**src/rtl/data_memory.sv**
```systemverilog
// Purpose: byte/half/word data RAM for the single-cycle MIPS datapath, with misalignment detection.
// Latency: loads are combinational (zero cycles); stores commit on the rising clock edge.
// Backpressure: none. A faulting store is dropped and AlignErr flags it in the same cycle.
module data_memory #(
    parameter int WIDTH      = 32,  // lane logic below assumes 32-bit words
    parameter int DEPTH_LOG2 = 6
) (
    input  logic             CLK,
    input  logic             RST,
    input  logic [WIDTH-1:0] A,
    input  logic [WIDTH-1:0] WD,
    input  logic             WE,
    input  logic [1:0]       MemSize,
    input  logic             MemSigned,
    output logic [WIDTH-1:0] RD,
    output logic             AlignErr
);

    localparam int DEPTH = 1 << DEPTH_LOG2;

    logic [WIDTH-1:0]      mem [DEPTH];
    logic [DEPTH_LOG2-1:0] word_idx;
    logic [1:0]            byte_off;
    logic [WIDTH-1:0]      cur_word;
    logic [7:0]            cur_byte;
    logic [15:0]           cur_half;
    logic [3:0]            byte_en;
    logic [WIDTH-1:0]      wr_dat;
    logic                  unused_addr_hi;

    // The upper address bits are intentionally dropped, so addresses wrap modulo the array size.
    assign word_idx       = A[DEPTH_LOG2+1:2];
    assign byte_off       = A[1:0];
    assign unused_addr_hi = ^A[WIDTH-1:DEPTH_LOG2+2];

    // Fault detection depends only on the address and the access size, never on WE or RST.
    always_comb begin
        AlignErr = 1'b0;
        case (MemSize)
            2'b01:   AlignErr = byte_off[0];
            2'b10:   AlignErr = (byte_off != 2'b00);
            2'b11:   AlignErr = 1'b1;
            default: AlignErr = 1'b0;
        endcase
    end

    // Load path: select a little-endian lane or half and extend it. RD is forced to zero on a fault or during reset.
    always_comb begin
        cur_word = mem[word_idx];
        cur_byte = cur_word[{byte_off, 3'b000} +: 8];
        cur_half = byte_off[1] ? cur_word[31:16] : cur_word[15:0];
        RD       = '0;
        if (!RST && !AlignErr) begin
            case (MemSize)
                2'b00:   RD = MemSigned ? {{(WIDTH-8){cur_byte[7]}}, cur_byte}
                                        : {{(WIDTH-8){1'b0}}, cur_byte};
                2'b01:   RD = MemSigned ? {{(WIDTH-16){cur_half[15]}}, cur_half}
                                        : {{(WIDTH-16){1'b0}}, cur_half};
                default: RD = cur_word;
            endcase
        end
    end

    // Store lane enables. Data is replicated across the lanes so every enabled lane takes the right bits.
    always_comb begin
        byte_en = 4'b0000;
        wr_dat  = WD;
        case (MemSize)
            2'b00: begin
                byte_en = 4'b0001 << byte_off;
                wr_dat  = {4{WD[7:0]}};
            end
            2'b01: begin
                byte_en = byte_off[1] ? 4'b1100 : 4'b0011;
                wr_dat  = {2{WD[15:0]}};
            end
            2'b10: begin
                byte_en = 4'b1111;
                wr_dat  = WD;
            end
            default: begin
                byte_en = 4'b0000;
                wr_dat  = WD;
            end
        endcase
    end

    // Array update: an asynchronous clear overrides any store. A faulting store changes no lane.
    always_ff @(posedge CLK or posedge RST) begin
        if (RST) begin
            for (int i = 0; i < DEPTH; i++) begin
                mem[i] <= '0;
            end
        end else if (WE && !AlignErr) begin
            for (int b = 0; b < 4; b++) begin
                if (byte_en[b]) begin
                    mem[word_idx][b*8 +: 8] <= wr_dat[b*8 +: 8];
                end
            end
        end
    end

endmodule

```
**config.mk**
```make
export PLATFORM = sky130hd
export DESIGN_NAME = data_memory
export DESIGN_NICKNAME = d
export VERILOG_FILES = /design/src/rtl/data_memory.sv
export SDC_FILE = /design/constraint.sdc
export NUM_CORES = 2
export LEC_CHECK = 0
export BUFFER_PORTS_ARGS = -buffer_cell sky130_fd_sc_hd__buf_2
export CAP_MARGIN = 20
export CELL_PAD_IN_SITES_DETAIL_PLACEMENT = 2
export CELL_PAD_IN_SITES_GLOBAL_PLACEMENT = 2
export CORE_MARGIN = 2
export CORE_UTILIZATION = 40
export DETAILED_ROUTE_END_ITERATION = 10
export GPL_TIMING_DRIVEN = 0
export PLACE_DENSITY_LB_ADDON = 0.08
export SLEW_MARGIN = 15
export SYNTH_ARGS = -nofsm -noshare
export SYNTH_HDL_FRONTEND = slang
export SYNTH_SLANG_ARGS = --single-unit
export TNS_END_PERCENT = 10
```
**constraint.sdc**
```tcl
create_clock -name CLK -period 115.7 [get_ports CLK]
set_clock_uncertainty 0.1 [all_clocks]
set_input_delay 23.14 -clock CLK [delete_from_list [all_inputs] [get_ports CLK]]
set_output_delay 23.14 -clock CLK [all_outputs]
set_load 0.005 [all_outputs]
```
==> results.md <==
- Sequential-to-total area share from yosys stat: 56.8%
- Antenna violations before repair: 144
- Number of distinct library cells after synthesis: 87
- Max VDD drop: 0.0139 mV
- Remaining DRCs: 0
- Post-synthesis instance area: 90200 µm²
- Number of iterations in the first detailed-routing pass: 6
- Worst relative slew slack: 6.37%
- Reported leakage power: 47.6 nW
- Die ar.: 229000 µm²
- Number of standard-cell rows in the floorplan: 174
- Average detailed-routed wire length per instance: 48.7 µm
- Clock buffer depth: 3
- Layout area overhead: 16.9%
- Initial standard-cell utilization of the core: 40.2%
- Total design power: 1.78 mW
- Final nets: 8986
- Iteration-0 DRC Markers: 13088
- Max FO, Critical Path: 12
- Register with the highest flop count: mem
- Io pins: 103
- Cell at the root of the clock tree: sky130_fd_sc_hd__clkbuf_16
- Outcome: complete, no violations
- Global-route congestion overflow total: 0
- Placement-stage cell area: 97400 µm²
- Final standard cell area without fillers: 105000 µm²
- CTS Hold Bufs: 0
- Power Dens Cells: 16.9 nW/µm²
- MaxCap Viol Count: 0
- Residual antenna-violating net count after detailed routing: 0
- Worst setup EP type: output pin
- Worst Slack Setup Final: 61340 ps
- CP startpoint kind: primary input
- Area leader, netlist: sky130_fd_sc_hd__dfrtp_1
- Hold path depth: 2
- Count of fill cells added during filler insertion: 22840
- Final setup violation count: 0
- Vert. Die Dim: 479 µm
- Most used flip-flop cell after synthesis: sky130_fd_sc_hd__dfrtp_1
- Number of gates given a new drive strength after cts: 0
- Reg2reg path depth: 2
- TritonCTS Buffers: 229
- Period utilization: 47.0%
- Post-Syn Area per Cell: 10.6 µm²
- Final Hold Fails: 0
- EDFF count, synth: 0
- Worst Setup Path Type: primary input to output pin
- Clock network latency to the later pin of the worst-skew pair: 940 ps
- Via total after detailed routing: 88305
- Tightest Hold Check Type: flop to flop
- First-pass GRT wire length: 791000 µm
- Registers with the highest flip-flop counts: mem (2048)
- Clock tree from TritonCTS: yes
- Fraction of layout instances using a drive strength above 1: 19.1%
- Least-Margin Pin Slew: 1400 ps
- Unrepaired setup endpoints after global routing: no
- Total wirelength of the detailed-routed design: 597000 µm
- Routability-driven placement congestion ratio: 1.05
- Ys async rst share: 100%
- Overall track demand over capacity in global routing: 51.3%
- Worst Hold Margin: 382 ps
- Top cells by area in the synthesized netlist: sky130_fd_sc_hd__dfrtp_1, sky130_fd_sc_hd__mux2_2, sky130_fd_sc_hd__a21oi_1
- Final critical path time including I/O delays and setup: 54360 ps
- Clock input transition at the sequential cells of the worst setup and hold paths: 60 ps
- # Post-CTS Setup Buffers: 0
- CTS H-tree depth: 4
- DIE WIDTH: 479 µm
- Synth Register Bits: 2048
- Required arrival time at the worst endpoint: 92460 ps
- Slack of the worst reg-to-reg path: 114700 ps
- Synth Net Count: 8549
- Max Clock Freq: 0.0184 GHz
- DPL Wire Length: 416000 µm
- Area share of the leading cell type in the synthesized netlist: 56.8%
- Data arrival time of the critical path: 31120 ps
- Max-slew violation count: 0
- YS warnings: 0
- Largest net degree at the start of global routing: 111
- Post-Place Worst Slack: 62220 ps
- Total of buffers placed on input and output ports: 74
- Cells after synthesis: 8479
- Core region area: 224000 µm²
- Via count of the first global-routing pass: 86931
- Flip-flop count of the largest register after layout: 2048
- Number of vias per cell after detailed routing: 7.20
- Final setup TNS: 0 ps
- Clock Sinks: 2048
==> critical path, stage by stage <==
cell	delay, ps
sky130_fd_sc_hd__buf_2	160
sky130_fd_sc_hd__buf_4	220
sky130_fd_sc_hd__buf_6	300
sky130_fd_sc_hd__buf_2	860
sky130_fd_sc_hd__buf_2	1020
sky130_fd_sc_hd__buf_2	990
sky130_fd_sc_hd__buf_2	1130
sky130_fd_sc_hd__mux2i_1	280
sky130_fd_sc_hd__nor2_1	70
sky130_fd_sc_hd__a21oi_1	180
sky130_fd_sc_hd__nor2_1	60
sky130_fd_sc_hd__o21ai_0	1010
sky130_fd_sc_hd__nand3_1	690
sky130_fd_sc_hd__a2bb2oi_1	340
sky130_fd_sc_hd__a21oi_1	290
sky130_fd_sc_hd__buf_2	230
==> Yosys cell counts (10+ instances only) <==
cell                           n
sky130_fd_sc_hd__nor3_2       80
sky130_fd_sc_hd__nand3_1     155
sky130_fd_sc_hd__mux4_2       58
sky130_fd_sc_hd__buf_2       254
sky130_fd_sc_hd__mux2_1       51
sky130_fd_sc_hd__buf_4        28
sky130_fd_sc_hd__nor3_1       43
sky130_fd_sc_hd__a41oi_1      43
sky130_fd_sc_hd__nor4_1       12
sky130_fd_sc_hd__a22o_1       68
sky130_fd_sc_hd__a22oi_1     423
sky130_fd_sc_hd__clkbuf_1    390
sky130_fd_sc_hd__nor2_1     1155
sky130_fd_sc_hd__mux2_2      552
sky130_fd_sc_hd__nand3b_1     10
sky130_fd_sc_hd__mux2i_1     190
sky130_fd_sc_hd__a221o_1      29
sky130_fd_sc_hd__buf_6        23
sky130_fd_sc_hd__dfrtp_1    2048
sky130_fd_sc_hd__a31oi_1      58
sky130_fd_sc_hd__nand2_1     605
sky130_fd_sc_hd__a222oi_1     26
sky130_fd_sc_hd__o21ai_1      36
sky130_fd_sc_hd__buf_1        48
sky130_fd_sc_hd__o221ai_1     10
sky130_fd_sc_hd__nand4_1      25
sky130_fd_sc_hd__a21oi_1    1139
sky130_fd_sc_hd__o21ai_0     562
sky130_fd_sc_hd__a221oi_1    147
sky130_fd_sc_hd__o22ai_1      41
sky130_fd_sc_hd__nand2b_1     17
sky130_fd_sc_hd__o2bb2ai_1    13
==> path summary, 6_finish.rpt <==
| check | startpoint | to |
|---|---|---|
| max | A[3] | RD[5] |
| min | mem[29] | mem[29] |
| max reg2reg | mem[501] | mem[501] |
| min reg2reg | mem[29] | mem[29] |
| max in group asynchronous | RST | mem[137] |
| min in group asynchronous | RST | mem[1948] |
==> per-layer routing <==
layer | track usage (%) | vias up | share of wire (%)
met5 | 0.621 | - | 0.066
met4 | 47.8 | 50 | 11
met3 | 22.6 | 2633 | 14
met2 | 68.5 | 7767 | 40
met1 | 61.3 | 46286 | 35
li1 | - | 31569 | -
==> placed cells by master, fill, tap and decap left out, types with 93 or more instances in the layout <==
cell,count
sky130_fd_sc_hd__dfrtp_1,2048
sky130_fd_sc_hd__nor2_1,1147
sky130_fd_sc_hd__a21oi_1,1131
sky130_fd_sc_hd__nand2_1,601
sky130_fd_sc_hd__o21ai_0,562
sky130_fd_sc_hd__mux2_2,552
sky130_fd_sc_hd__a22oi_1,423
sky130_fd_sc_hd__clkbuf_1,394
sky130_fd_sc_hd__buf_2,363
sky130_fd_sc_hd__clkbuf_16,229
sky130_fd_sc_hd__mux2i_1,174
sky130_fd_sc_hd__diode_2,169
sky130_fd_sc_hd__nand3_1,154
sky130_fd_sc_hd__a221oi_1,147
sky130_fd_sc_hd__nor3_2,93
==> where the power goes <==
part           switching [mW]  internal [mW]
clock                   0.335          0.418
sequential             0.0298          0.763
combinational           0.177         0.0587
==> kinds of logic (layout without fill, tap and decap cells) <==
| kind of cell | Yosys count | after routing | synth area share [%] |
|---|---|---|---|
| AOI/OAI and AO/OA | 2660 | 2660 | 17.9 |
| DFF | 2048 | 2048 | 56.8 |
| buffers and inverters | 754 | 1371 | 3.84 |
| other | 0 | 169 | 0 |
| muxes | 853 | 853 | 11.1 |
| xor gates and xnor gates | 1 | 1 | 0.00972 |
| and+or+nand+nor | 2163 | 2163 | 10.3 |
==> metrics by stage <==
step	util [%]	cells
2_1_floorplan	-	8479
3_3_place_gp	42.0	11545
3_5_place_dp	43.4	11668
4_1_cts	46.7	12079
5_1_grt	46.8	12105
6_report	47.0	12257
==> cell type report <==
type / count / area [µm²] / area share, %
clock buffers: 351 / 6740 / 6.39
diodes: 169 / 423 / 0.401
multi-input cells: 5677 / 35900 / 34.0
well taps: 2992 / 3740 / 3.55
repair buffers: 206 / 3050 / 2.89
flip-flops and latches: 2048 / 51200 / 48.6
plain buffers: 746 / 3550 / 3.37
inverters: 8 / 37.5 / 0.0356
clock inverters: 60 / 749 / 0.711
(Power assumes the default switching activity.)
